## src/rtl/mc_bus_master_if.sv

```systemverilog
// ---------------------------------------------------------------------------
// mc_bus_master_if
// Bundles the request/response port and the MCU parallel bus of
// mc_bus_master.
//   master modport : the bus master itself (drives req_ready, rsp_*, busy
//                    and the mc_* bus, samples req_* and mc_data_in)
//   slave  modport : the client/bus-device side (drives req_* and
//                    mc_data_in, observes everything else)
// Signals:
//   req_valid/req_ready/req_write/req_addr/req_wdata : request handshake
//   rsp_valid/rsp_rdata                              : read response
//   busy                                             : work pending/active
//   mc_add/mc_data_out/mc_data_oe/mc_data_in         : bus address/data
//   mc_ce/mc_we/mc_oe                                : active-low strobes
// ---------------------------------------------------------------------------
interface mc_bus_master_if #(
  parameter int MC_DATA_WIDTH = 16,
  parameter int MC_ADD_WIDTH  = 6
);
  logic                     req_valid;
  logic                     req_ready;
  logic                     req_write;
  logic [MC_ADD_WIDTH-1:0]  req_addr;
  logic [MC_DATA_WIDTH-1:0] req_wdata;
  logic                     rsp_valid;
  logic [MC_DATA_WIDTH-1:0] rsp_rdata;
  logic                     busy;
  logic [MC_ADD_WIDTH-1:0]  mc_add;
  logic [MC_DATA_WIDTH-1:0] mc_data_out;
  logic                     mc_data_oe;
  logic [MC_DATA_WIDTH-1:0] mc_data_in;
  logic                     mc_ce;
  logic                     mc_we;
  logic                     mc_oe;

  modport master (
    input  req_valid, req_write, req_addr, req_wdata, mc_data_in,
    output req_ready, rsp_valid, rsp_rdata, busy,
           mc_add, mc_data_out, mc_data_oe, mc_ce, mc_we, mc_oe
  );

  modport slave (
    output req_valid, req_write, req_addr, req_wdata, mc_data_in,
    input  req_ready, rsp_valid, rsp_rdata, busy,
           mc_add, mc_data_out, mc_data_oe, mc_ce, mc_we, mc_oe
  );
endinterface

```

## src/rtl/mc_bus_master.sv

```systemverilog
// ---------------------------------------------------------------------------
// mc_bus_master
// Queued master for the MCU parallel bus. Requests accepted on a valid/ready
// port are buffered in a FIFO and replayed one at a time as a
// SETUP -> STROBE -> HOLD bus cycle with parameterised phase lengths.
// Read data is sampled on the last STROBE cycle and returned with a one-cycle
// rsp_valid pulse on the first HOLD cycle.
// Ports:
//   clock : system clock, rising edge
//   reset : asynchronous, active-low
//   bus   : mc_bus_master_if.master (request, response, busy and mc_* bus)
// ---------------------------------------------------------------------------
module mc_bus_master #(
  parameter int MC_DATA_WIDTH = 16,
  parameter int MC_ADD_WIDTH  = 6,
  parameter int QUEUE_DEPTH   = 8,
  parameter int SETUP_CYCLES  = 3,
  parameter int STROBE_CYCLES = 6,
  parameter int HOLD_CYCLES   = 3
) (
  input logic             clock,
  input logic             reset,
  mc_bus_master_if.master bus
);

  typedef enum logic [1:0] {S_IDLE, S_SETUP, S_STROBE, S_HOLD} state_t;

  typedef struct packed {
    logic                     write;
    logic [MC_ADD_WIDTH-1:0]  addr;
    logic [MC_DATA_WIDTH-1:0] wdata;
  } req_t;

  localparam int PW   = $clog2(QUEUE_DEPTH);
  localparam int MAXC = (SETUP_CYCLES > STROBE_CYCLES)
                        ? ((SETUP_CYCLES  > HOLD_CYCLES) ? SETUP_CYCLES  : HOLD_CYCLES)
                        : ((STROBE_CYCLES > HOLD_CYCLES) ? STROBE_CYCLES : HOLD_CYCLES);
  localparam int CW   = $clog2(MAXC) + 1;

  localparam logic [CW-1:0] SETUP_LOAD  = CW'(SETUP_CYCLES  - 1);
  localparam logic [CW-1:0] STROBE_LOAD = CW'(STROBE_CYCLES - 1);
  localparam logic [CW-1:0] HOLD_LOAD   = CW'(HOLD_CYCLES   - 1);

  // ---------------- request FIFO ----------------
  req_t        r_mem [QUEUE_DEPTH];
  logic [PW:0] r_wr_ptr;
  logic [PW:0] r_rd_ptr;
  logic        w_empty;
  logic        w_full;
  logic        w_push;
  logic        w_pop;
  req_t        w_head;

  // Extra wrap bit distinguishes full from empty when the index bits match.
  assign w_empty = (r_wr_ptr == r_rd_ptr);
  assign w_full  = (r_wr_ptr[PW] != r_rd_ptr[PW]) &&
                   (r_wr_ptr[PW-1:0] == r_rd_ptr[PW-1:0]);
  // A full FIFO refuses a push even when a pop happens in the same cycle.
  assign w_push  = bus.req_valid && !w_full;
  assign w_head  = r_mem[r_rd_ptr[PW-1:0]];

  // NOTE: storage has no reset; only the pointers define what is valid.
  always_ff @(posedge clock) begin
    if (w_push) begin
      r_mem[r_wr_ptr[PW-1:0]] <= {bus.req_write, bus.req_addr, bus.req_wdata};
    end
  end

  // NOTE: sequential state uses non-blocking assignments so every register
  // sees the pre-edge value of every other register.
  always_ff @(posedge clock or negedge reset) begin
    if (!reset) begin
      r_wr_ptr <= '0;
      r_rd_ptr <= '0;
    end else begin
      if (w_push) r_wr_ptr <= r_wr_ptr + 1'b1;
      if (w_pop)  r_rd_ptr <= r_rd_ptr + 1'b1;
    end
  end

  // ---------------- bus sequencer ----------------
  state_t        r_state;
  state_t        w_state_nxt;
  logic [CW-1:0] r_cnt;
  logic [CW-1:0] w_cnt_nxt;
  req_t          r_cur;

  always_ff @(posedge clock or negedge reset) begin
    if (!reset) begin
      r_state <= S_IDLE;
      r_cnt   <= '0;
      r_cur   <= '0;
    end else begin
      r_state <= w_state_nxt;
      r_cnt   <= w_cnt_nxt;
      if (w_pop) r_cur <= w_head;
    end
  end

  // NOTE: every output of this block gets a default first, so no path can
  // leave a value unassigned and infer a latch.
  always_comb begin
    w_state_nxt = r_state;
    w_cnt_nxt   = r_cnt;
    w_pop       = 1'b0;
    case (r_state)
      S_IDLE: begin
        if (!w_empty) begin
          w_pop       = 1'b1;
          w_state_nxt = S_SETUP;
          w_cnt_nxt   = SETUP_LOAD;
        end
      end
      S_SETUP: begin
        if (r_cnt == '0) begin
          w_state_nxt = S_STROBE;
          w_cnt_nxt   = STROBE_LOAD;
        end else begin
          w_cnt_nxt = r_cnt - CW'(1);
        end
      end
      S_STROBE: begin
        if (r_cnt == '0) begin
          w_state_nxt = S_HOLD;
          w_cnt_nxt   = HOLD_LOAD;
        end else begin
          w_cnt_nxt = r_cnt - CW'(1);
        end
      end
      S_HOLD: begin
        if (r_cnt != '0) begin
          w_cnt_nxt = r_cnt - CW'(1);
        end else if (!w_empty) begin
          // Pop on the last HOLD cycle so the next SETUP follows with no gap.
          w_pop       = 1'b1;
          w_state_nxt = S_SETUP;
          w_cnt_nxt   = SETUP_LOAD;
        end else begin
          w_state_nxt = S_IDLE;
        end
      end
      default: w_state_nxt = S_IDLE;
    endcase
  end

  // Bus controls decode straight from the registered state, so an async
  // reset releases the strobes immediately.
  logic w_ce;
  logic w_we;
  logic w_oe;
  logic w_data_oe;

  always_comb begin
    w_ce      = 1'b1;
    w_we      = 1'b1;
    w_oe      = 1'b1;
    w_data_oe = 1'b0;
    case (r_state)
      S_SETUP: begin
        w_ce      = 1'b0;
        w_data_oe = r_cur.write;
      end
      S_STROBE: begin
        w_ce = 1'b0;
        if (r_cur.write) begin
          w_we      = 1'b0;
          w_data_oe = 1'b1;
        end else begin
          w_oe = 1'b0;
        end
      end
      S_HOLD: begin
        w_ce      = 1'b0;
        w_data_oe = r_cur.write;
      end
      default: ;
    endcase
  end

  // ---------------- read response ----------------
  logic                     r_rsp_valid;
  logic [MC_DATA_WIDTH-1:0] r_rsp_rdata;

  always_ff @(posedge clock or negedge reset) begin
    if (!reset) begin
      r_rsp_valid <= 1'b0;
      r_rsp_rdata <= '0;
    end else begin
      r_rsp_valid <= 1'b0;
      if (r_state == S_STROBE && r_cnt == '0 && !r_cur.write) begin
        r_rsp_valid <= 1'b1;
        r_rsp_rdata <= bus.mc_data_in;
      end
    end
  end

  assign bus.req_ready   = !w_full;
  assign bus.busy        = (r_state != S_IDLE) || !w_empty;
  assign bus.mc_add      = r_cur.addr;
  assign bus.mc_data_out = r_cur.wdata;
  assign bus.mc_data_oe  = w_data_oe;
  assign bus.mc_ce       = w_ce;
  assign bus.mc_we       = w_we;
  assign bus.mc_oe       = w_oe;
  assign bus.rsp_valid   = r_rsp_valid;
  assign bus.rsp_rdata   = r_rsp_rdata;

endmodule
```

## src/flat_wrapper.sv

```systemverilog
// flat-port wrapper written by rule: the top's interface ports become plain ports
module mc_bus_master_flat 
#(
  parameter int MC_DATA_WIDTH = 16,
  parameter int MC_ADD_WIDTH  = 6,
  parameter int QUEUE_DEPTH   = 8,
  parameter int SETUP_CYCLES  = 3,
  parameter int STROBE_CYCLES = 6,
  parameter int HOLD_CYCLES   = 3
)
  (clock, reset, bus_req_valid, bus_req_write, bus_req_addr, bus_req_wdata, bus_mc_data_in, bus_req_ready, bus_rsp_valid, bus_rsp_rdata, bus_busy, bus_mc_add, bus_mc_data_out, bus_mc_data_oe, bus_mc_ce, bus_mc_we, bus_mc_oe);
  mc_bus_master_if #(.MC_DATA_WIDTH(MC_DATA_WIDTH), .MC_ADD_WIDTH(MC_ADD_WIDTH)) bus_i ();
  input logic clock;
  input logic reset;
  input wire logic [$bits(bus_i.req_valid)-1:0] bus_req_valid;
  input wire logic [$bits(bus_i.req_write)-1:0] bus_req_write;
  input wire logic [$bits(bus_i.req_addr)-1:0] bus_req_addr;
  input wire logic [$bits(bus_i.req_wdata)-1:0] bus_req_wdata;
  input wire logic [$bits(bus_i.mc_data_in)-1:0] bus_mc_data_in;
  output wire logic [$bits(bus_i.req_ready)-1:0] bus_req_ready;
  output wire logic [$bits(bus_i.rsp_valid)-1:0] bus_rsp_valid;
  output wire logic [$bits(bus_i.rsp_rdata)-1:0] bus_rsp_rdata;
  output wire logic [$bits(bus_i.busy)-1:0] bus_busy;
  output wire logic [$bits(bus_i.mc_add)-1:0] bus_mc_add;
  output wire logic [$bits(bus_i.mc_data_out)-1:0] bus_mc_data_out;
  output wire logic [$bits(bus_i.mc_data_oe)-1:0] bus_mc_data_oe;
  output wire logic [$bits(bus_i.mc_ce)-1:0] bus_mc_ce;
  output wire logic [$bits(bus_i.mc_we)-1:0] bus_mc_we;
  output wire logic [$bits(bus_i.mc_oe)-1:0] bus_mc_oe;
  assign bus_i.req_valid = bus_req_valid;
  assign bus_i.req_write = bus_req_write;
  assign bus_i.req_addr = bus_req_addr;
  assign bus_i.req_wdata = bus_req_wdata;
  assign bus_i.mc_data_in = bus_mc_data_in;
  assign bus_req_ready = bus_i.req_ready;
  assign bus_rsp_valid = bus_i.rsp_valid;
  assign bus_rsp_rdata = bus_i.rsp_rdata;
  assign bus_busy = bus_i.busy;
  assign bus_mc_add = bus_i.mc_add;
  assign bus_mc_data_out = bus_i.mc_data_out;
  assign bus_mc_data_oe = bus_i.mc_data_oe;
  assign bus_mc_ce = bus_i.mc_ce;
  assign bus_mc_we = bus_i.mc_we;
  assign bus_mc_oe = bus_i.mc_oe;
  mc_bus_master #(.MC_DATA_WIDTH(MC_DATA_WIDTH), .MC_ADD_WIDTH(MC_ADD_WIDTH), .QUEUE_DEPTH(QUEUE_DEPTH), .SETUP_CYCLES(SETUP_CYCLES), .STROBE_CYCLES(STROBE_CYCLES), .HOLD_CYCLES(HOLD_CYCLES)) u_core (.clock(clock), .reset(reset), .bus(bus_i));
endmodule
```

## config.mk

```make
export PLATFORM = sky130hd
export DESIGN_NAME = mc_bus_master_flat
export DESIGN_NICKNAME = d
export VERILOG_FILES = /design/src/rtl/mc_bus_master_if.sv /design/src/rtl/mc_bus_master.sv /design/src/flat_wrapper.sv
export SDC_FILE = /design/constraint.sdc
export NUM_CORES = 1
export LEC_CHECK = 0
export ABC_AREA = 1
export CORE_ASPECT_RATIO = 0.5
export CORE_MARGIN = 4
export CORE_UTILIZATION = 40
export CTS_CLUSTER_SIZE = 12
export DETAILED_ROUTE_END_ITERATION = 6
export GPL_ROUTABILITY_DRIVEN = 0
export GPL_TIMING_DRIVEN = 0
export PLACE_DENSITY = 0.66
export SLEW_MARGIN = 20
export SYNTH_ARGS = -nofsm -noshare
export SYNTH_HDL_FRONTEND = slang
export SYNTH_SLANG_ARGS = --single-unit
export TNS_END_PERCENT = 1
```

## constraint.sdc

```tcl
create_clock -name clock -period 2.9 [get_ports clock]
set_input_delay 0.29 -clock clock [delete_from_list [all_inputs] [get_ports clock]]
set_output_delay 0.29 -clock clock [all_outputs]
set_load 0.02 [all_outputs]
```

==> results.toml, run 1 <==
[grt]
gr-usage-met3 = 0.03487
grt_antenna_before_repair = 0
use_met2 = 0.2844
grt_max_degree = 47
grt_pass1_vias = 6776
grt_first_pass_wirelength_mm = 37.60
grtUsageMet1 = 0.2344
gr-usage-all-layers = 0.1719
grt.overflow.total = 0
top_usage_layer = "met2"

[final_layout]
syn_to_final_growth_pct = 22.65
final_core_utilization = 0.5041
antenna_cells_inserted = 0
final_layout_size_suffix_gt1_frac = 0.1056
layout.nets = 1084
nFillCells = 2125

[worst_setup_path]
crit_path_end_kind = "register"
crit_arrival_ps = 2710
crit_required_ps = 3130
reg2reg_depth = 11
setup_crit_path_kind = "register to register"
critical_path.reg2reg.endpoint = "u_core.r_mem[0][19]$_DFFE_PP_"
reg2reg_from = "u_core.r_rd_ptr[1]$_DFFE_PN0P_"
critical_path_peak_fanout = 13
worst-r2r-setup-slack_ps = 410
startpoint_type = "register"

[pwr]
cellPowerDensity_nw_per_um2 = 1083
largest_vdd_supply_drop_uv = 486.1
total_power_uw = 13250
cellLeakagePower_uw = 0.004823

[logic_synthesis]
netlist_area_before_placement_sq_um = 9976
ys_seq_area_frac = 0.6893
synthesis.nets = 962
netlist_top_cells_count = "247 x nand2_1, 184 x edfxtp_1, 126 x nor2_1"
synth_area_leaders = "edfxtp_1 55%, dfrtp_1 14%, nand2_1 9.3%, o21ai_0 5.8%, nor2_1 4.7%"
async_flop_share = 0.2269
synth_seq_cells = 238
leading_cell_type_by_number_of_instances_after_synthesis = "nand2_1"
yosys_warnings = 0
post-synth-top-area-fraction = 0.5539
avgSynthCellArea_sq_um = 10.94
post_synth_num_cell_types = 28
synthCells = 912
synth_enable_flop_cells = 184
yosys.area.top_type = "edfxtp_1"
synth_top_flop_cell = "edfxtp_1"

[timing]
number_of_hold_violations_in_the_final_report = 0
max_slew_margin = 0.5563
timing.fmax_mhz = 401.8
rsz0062_at_grt = "no"
period_needed_ps = 2489
fin_tns_setup_ps = 0
fin_skew_ps = 7.587
worst_margin_pin_slew_ps = 665.5
holdWs_ps = 177.0
timing_max_transition_violations_final = 0
tcrit_tclk_final = 0.8582
setup_viol = 0
finalWorstSetupSlack_ps = 411.3

[clock_network]
tritoncts = "yes"
cts-htree-levels = 1
worst_skew_pair.late_latency_ps = 520
clk_pin_slew_ps = 60
cts-root-to-sink-buffers = 3
tritoncts_num_sinks = 238
cts-resized-gates = 0
cts_buffers = 24
root_buffer = "clkbuf_16"

[detailed_routing]
detail_route.drc_violations = 0
detail_route.wirelength_mm = 23.97
detailed_router_iteration_count_before_antenna_repair = 5
drtAntennaViolNets = 0
vias = 6838
initialDrtViolationCount = 649
wire_per_inst_um = 17.28
post_drt_via_cell_ratio = 4.930

[placed_design]
numPortBuffers = 86
post-place-ws_ps = 397.5
hpwl_mm = 15.92

[die]
chipWidth_um = 231.3
core_area_sq_um = 24270
fp.dieArea_sq_um = 27680
placementRows = 40
effective_utilization_at_floorplan = 0.4110
ios = 87
die-height_um = 119.7

[outcome]
outcome = "finished, final reports clean"

[job]
number_of_max_cap_violations = 0

[min_path]
hp-class = "primary input to asynchronous set/reset pin"
## worst max-delay path, cell delays in order (launching register included)
cell,delay [ps]
dfrtp_1,380
buf_4,180
inv_4,100
nand2_1,60
nand2_1,100
nor2_4,60
nand2_1,100
nand2_2,110
inv_2,110
nand2_1,250
nor2_4,500
buf_16,220
## logic make-up after synthesis
kind of cell,after synthesis,share of synthesized area
DFF,238,0.6893
AOI/OAI and AO/OA,158,0.08115
xor gates and xnor gates,7,0.006146
buffers and inverters,110,0.05807
and+or+nand+nor,391,0.1553
adders and majority gates,8,0.01003
## layout by cell type (no fill, tap or decap), types with 6 or more instances in the layout
| master | instances |
|---|---|
| inv_1 | 37 |
| edfxtp_1 | 184 |
| nand2_1 | 247 |
| buf_16 | 6 |
| nor2_4 | 9 |
| clkbuf_16 | 24 |
| clkbuf_1 | 30 |
| ha_1 | 8 |
| o21ai_1 | 13 |
| clkdlybuf4s50_1 | 85 |
| a21oi_1 | 26 |
| buf_4 | 30 |
| dfrtp_1 | 54 |
| nand3_1 | 8 |
| o21ai_0 | 116 |
| buf_2 | 14 |
| nor2_1 | 118 |
## metal layers
metal,wire length (um),up-vias
met1,10550,3291
met4,406,0
met3,1802,37
met2,11210,235
met5,0,-
li1,-,3275
## worst max path at each step
stage	cells past startpoint	startpoint	slack, ps	end
floorplan	10	u_core.r_rd_ptr[0]$_DFFE_PN0P_	220	u_core.r_mem[0][0]$_DFFE_PP_
global placement	10	u_core.r_rd_ptr[1]$_DFFE_PN0P_	-770	u_core.r_mem[0][20]$_DFFE_PP_
detailed placement	11	u_core.r_rd_ptr[1]$_DFFE_PN0P_	400	u_core.r_mem[0][20]$_DFFE_PP_
CTS	11	u_core.r_rd_ptr[1]$_DFFE_PN0P_	390	u_core.r_mem[0][4]$_DFFE_PP_
global route	11	u_core.r_rd_ptr[0]$_DFFE_PN0P_	270	u_core.r_mem[0][4]$_DFFE_PP_
finish	11	u_core.r_rd_ptr[1]$_DFFE_PN0P_	410	u_core.r_mem[0][19]$_DFFE_PP_
## timing repair
action                                 CTS  global route
setup buffers                            0             0
hold buffers                             1             0
endpoints found under the hold margin   54             0
## metrics by stage
| step | instances | instance area, sq um |
|---|---|---|
| finish | 1387 | 12240 |
| global route | 1387 | 12240 |
| floorplan | 912 | 9976 |
| global placement | 1334 | 11260 |
| CTS | 1387 | 12240 |
| detailed placement | 1343 | 11540 |
## power by group
group	total [uW]	switching [uW]	internal (uW)
logic	5760	3630	2120
registers	4730	277	4450
clock network	2770	1230	1540
## cell type report
class,instances,area (sq um),share of cell area
multi-input combinational,564,2580,0.2109
clock inverter,5,32.53,0.002659
inverter,46,182.7,0.01493
timing repair buffer,96,1094,0.08938
clock buffer,38,653.1,0.05338
sequential,238,6877,0.5620
buffer,64,396.6,0.03242
tap,336,420.4,0.03436
## flip-flops by register name, indices dropped and copies added (netlist names)
name / count
u_core.bus.rsp_rdata: 16
u_core.bus.rsp_valid: 1
u_core.r_state: 2
u_core.r_wr_ptr: 4
u_core.r_cnt: 4
u_core.r_rd_ptr: 4
u_core.r_mem: 184
u_core.bus.mc_data_out: 16
u_core.bus.mc_add: 6
u_core.r_cur: 1
(Power assumes the default switching activity.)
==> run 2: changes to the inputs <==
--- a/config.mk
+++ b/config.mk
@@ -7,7 +7,7 @@
 export LEC_CHECK = 0
 export ABC_AREA = 1
 export CORE_ASPECT_RATIO = 0.5
-export CORE_MARGIN = 4
+export CORE_MARGIN = 5
 export CORE_UTILIZATION = 40
 export CTS_CLUSTER_SIZE = 12
 export DETAILED_ROUTE_END_ITERATION = 6
==> run 2 against run 1 <==
Net effect: hold slack worse by 21 ps; cell area grew 0.27%; worst setup slack worse by 29 ps; clock power grew 3%; total power rose by 0.29%.
==> results.toml, run 2 (same netlist as run 1, synthesis figures left out) <==
[timing]
timing.fmax_mhz = 397.2
finalWorstSetupSlack_ps = 382.2
rsz0062_at_grt = "no"
setup_viol = 0
worst_margin_pin_slew_ps = 688.7
period_needed_ps = 2518
max_slew_margin = 0.5408
tcrit_tclk_final = 0.8682
holdWs_ps = 156.3
fin_skew_ps = 20.66
timing_max_transition_violations_final = 0
number_of_hold_violations_in_the_final_report = 0

[detailed_routing]
drtAntennaViolNets = 0
detail_route.wirelength_mm = 23.27
vias = 6775
detailed_routing_wirelength_on_met1_mm = 10.19
met3RoutedLength_mm = 1.901
post_drt_via_cell_ratio = 4.885
highest_signal_layer_in_the_routed_design = "met4"
met2_wirelength_mm = 10.52
detail_route.drc_violations = 0
initialDrtViolationCount = 556
wire_per_inst_um = 16.78
detailed_router_iteration_count_before_antenna_repair = 5

[worst_setup_path]
reg2reg_from = "u_core.r_rd_ptr[1]$_DFFE_PN0P_"
timing.critical_path.slowest_stage_cell = "nor2_4"
setup_crit_path_kind = "register to register"
reg2reg_depth = 11
startpoint_type = "register"
cp_launch_point = "u_core.r_rd_ptr[1]$_DFFE_PN0P_"
crit_path_end_kind = "register"
cpMostUsedCell = "nand2_1"
worst-r2r-setup-slack_ps = 380
critical_path.max_stage_delay_ps = 520
critical_path_peak_fanout = 13
path_cells = "buf_4, inv_4, nand2_1, nand2_1, nor2_4, nand2_1, nand2_2, inv_2, nand2_1, nor2_4, buf_16"
crit_required_ps = 3120
setup.worst_path.end = "u_core.r_mem[2][5]$_DFFE_PP_"
critical_path.reg2reg.endpoint = "u_core.r_mem[2][5]$_DFFE_PP_"
crit_arrival_ps = 2740

[final_layout]
layout.nets = 1084
most-common-layout-cells = "247 x nand2_1, 184 x edfxtp_1, 118 x nor2_1, 116 x o21ai_0, 85 x clkdlybuf4s50_1"
seq_cell_area_sq_um = 6877
syn_to_final_growth_pct = 22.98
nFillCells = 2103
largest_register_ffs = 184
final_core_utilization = 0.5054
antenna_cells_inserted = 0
final_layout_size_suffix_gt1_frac = 0.1056
final_common_cell = "nand2_1"
multi_input_area_sq_um = 2580

[clock_network]
tritoncts = "yes"
cts_buffers = 24
root_buffer = "clkbuf_16"
cts-htree-levels = 1
worst_skew_pair.late_latency_ps = 530
tritoncts_num_sinks = 238
clk_pin_slew_ps = 60
cts-resized-gates = 0
cts-root-to-sink-buffers = 3

[grt]
grt_first_pass_wirelength_mm = 36.41
grt.overflow.total = 0
grt_max_degree = 45
grt_antenna_before_repair = 0
gr-usage-all-layers = 0.1637
grt_pass1_vias = 6541

[die]
fp.dieArea_sq_um = 28390
core_area_sq_um = 24270
die-height_um = 121.7
effective_utilization_at_floorplan = 0.4110
placementRows = 40
ios = 87
chipWidth_um = 233.3

[placed_design]
hpwl_mm = 15.71
numPortBuffers = 86
post-place-ws_ps = 410.4

[pwr]
cellPowerDensity_nw_per_um2 = 1083
cellLeakagePower_uw = 0.004837
largest_vdd_supply_drop_uv = 472.4
total_power_uw = 13290

[outcome]
outcome = "finished, final reports clean"

[min_path]
hp-class = "primary input to asynchronous set/reset pin"

[job]
number_of_max_cap_violations = 0
## run 2: changes by cell type in the layout (fill, tap and decap cells not counted), sizes merged
cell / previous run / this run
clkinv: 5 / 4
bufinv: 0 / 1
## run 2: how the worst min path moves through the flow
stage	start	end	slack, ps
detailed placement	reset	u_core.bus.mc_data_out[13]$_DFFE_PN0P_	160
floorplan	reset	u_core.bus.mc_add[0]$_DFFE_PN0P_	-6
CTS	reset	u_core.bus.mc_add[4]$_DFFE_PN0P_	160
global route	reset	u_core.bus.mc_data_out[13]$_DFFE_PN0P_	160
global placement	u_core.bus.rsp_rdata[9]$_DFFE_PN0P_	u_core.bus.rsp_rdata[9]$_DFFE_PN0P_	460
finish	reset	u_core.bus.mc_add[4]$_DFFE_PN0P_	160
## run 2: timing repair
| action | in CTS | in global routing |
|---|---|---|
| buffers inserted | 0 | 0 |
| hold endpoints to repair | 54 | 0 |
| hold buffers | 1 | 0 |
## run 2: area by class of cell
type / instances / share of cell area
multi-input cells: 564 / 0.2103
clock buffers: 38 / 0.05324
inverters: 46 / 0.01489
plain buffers: 64 / 0.03233
clock inverters: 5 / 0.004691
flip-flops and latches: 238 / 0.5605
well taps: 336 / 0.03427
repair buffers: 96 / 0.08975
## run 2: worst max-delay path: cells and delay by family, from the launching register on
family                 cells  cell delay, ps
buffers and inverters      4             630
flip-flops                 1             390
AND/OR/NAND/NOR            7            1200
## run 2: routing by layer
metal | GRT usage | up-vias
li1 | - | 3267
met5 | 0 | -
met1 | 0.2301 | 3180
met3 | 0.02771 | 51
met4 | 0.04718 | 0
met2 | 0.2651 | 277
## run 2: where the power goes
part | total, uW | leakage (uW) | internal (uW) | switching [uW]
combinational | 5700 | 0.00216 | 2130 | 3580
sequential | 4720 | 0.00234 | 4450 | 270
clock | 2860 | 0.000338 | 1630 | 1230
total | 13300 | 0.00484 | 8210 | 5080
## run 2: per-stage QoR
step	setup TNS [ps]	area [sq um]	cells
3_5_place_dp	0	11550	1343
6_report	0	12270	1387
2_1_floorplan	0	9976	912
4_1_cts	0	12270	1387
5_1_grt	0	12270	1387
3_3_place_gp	-130260	11260	1334
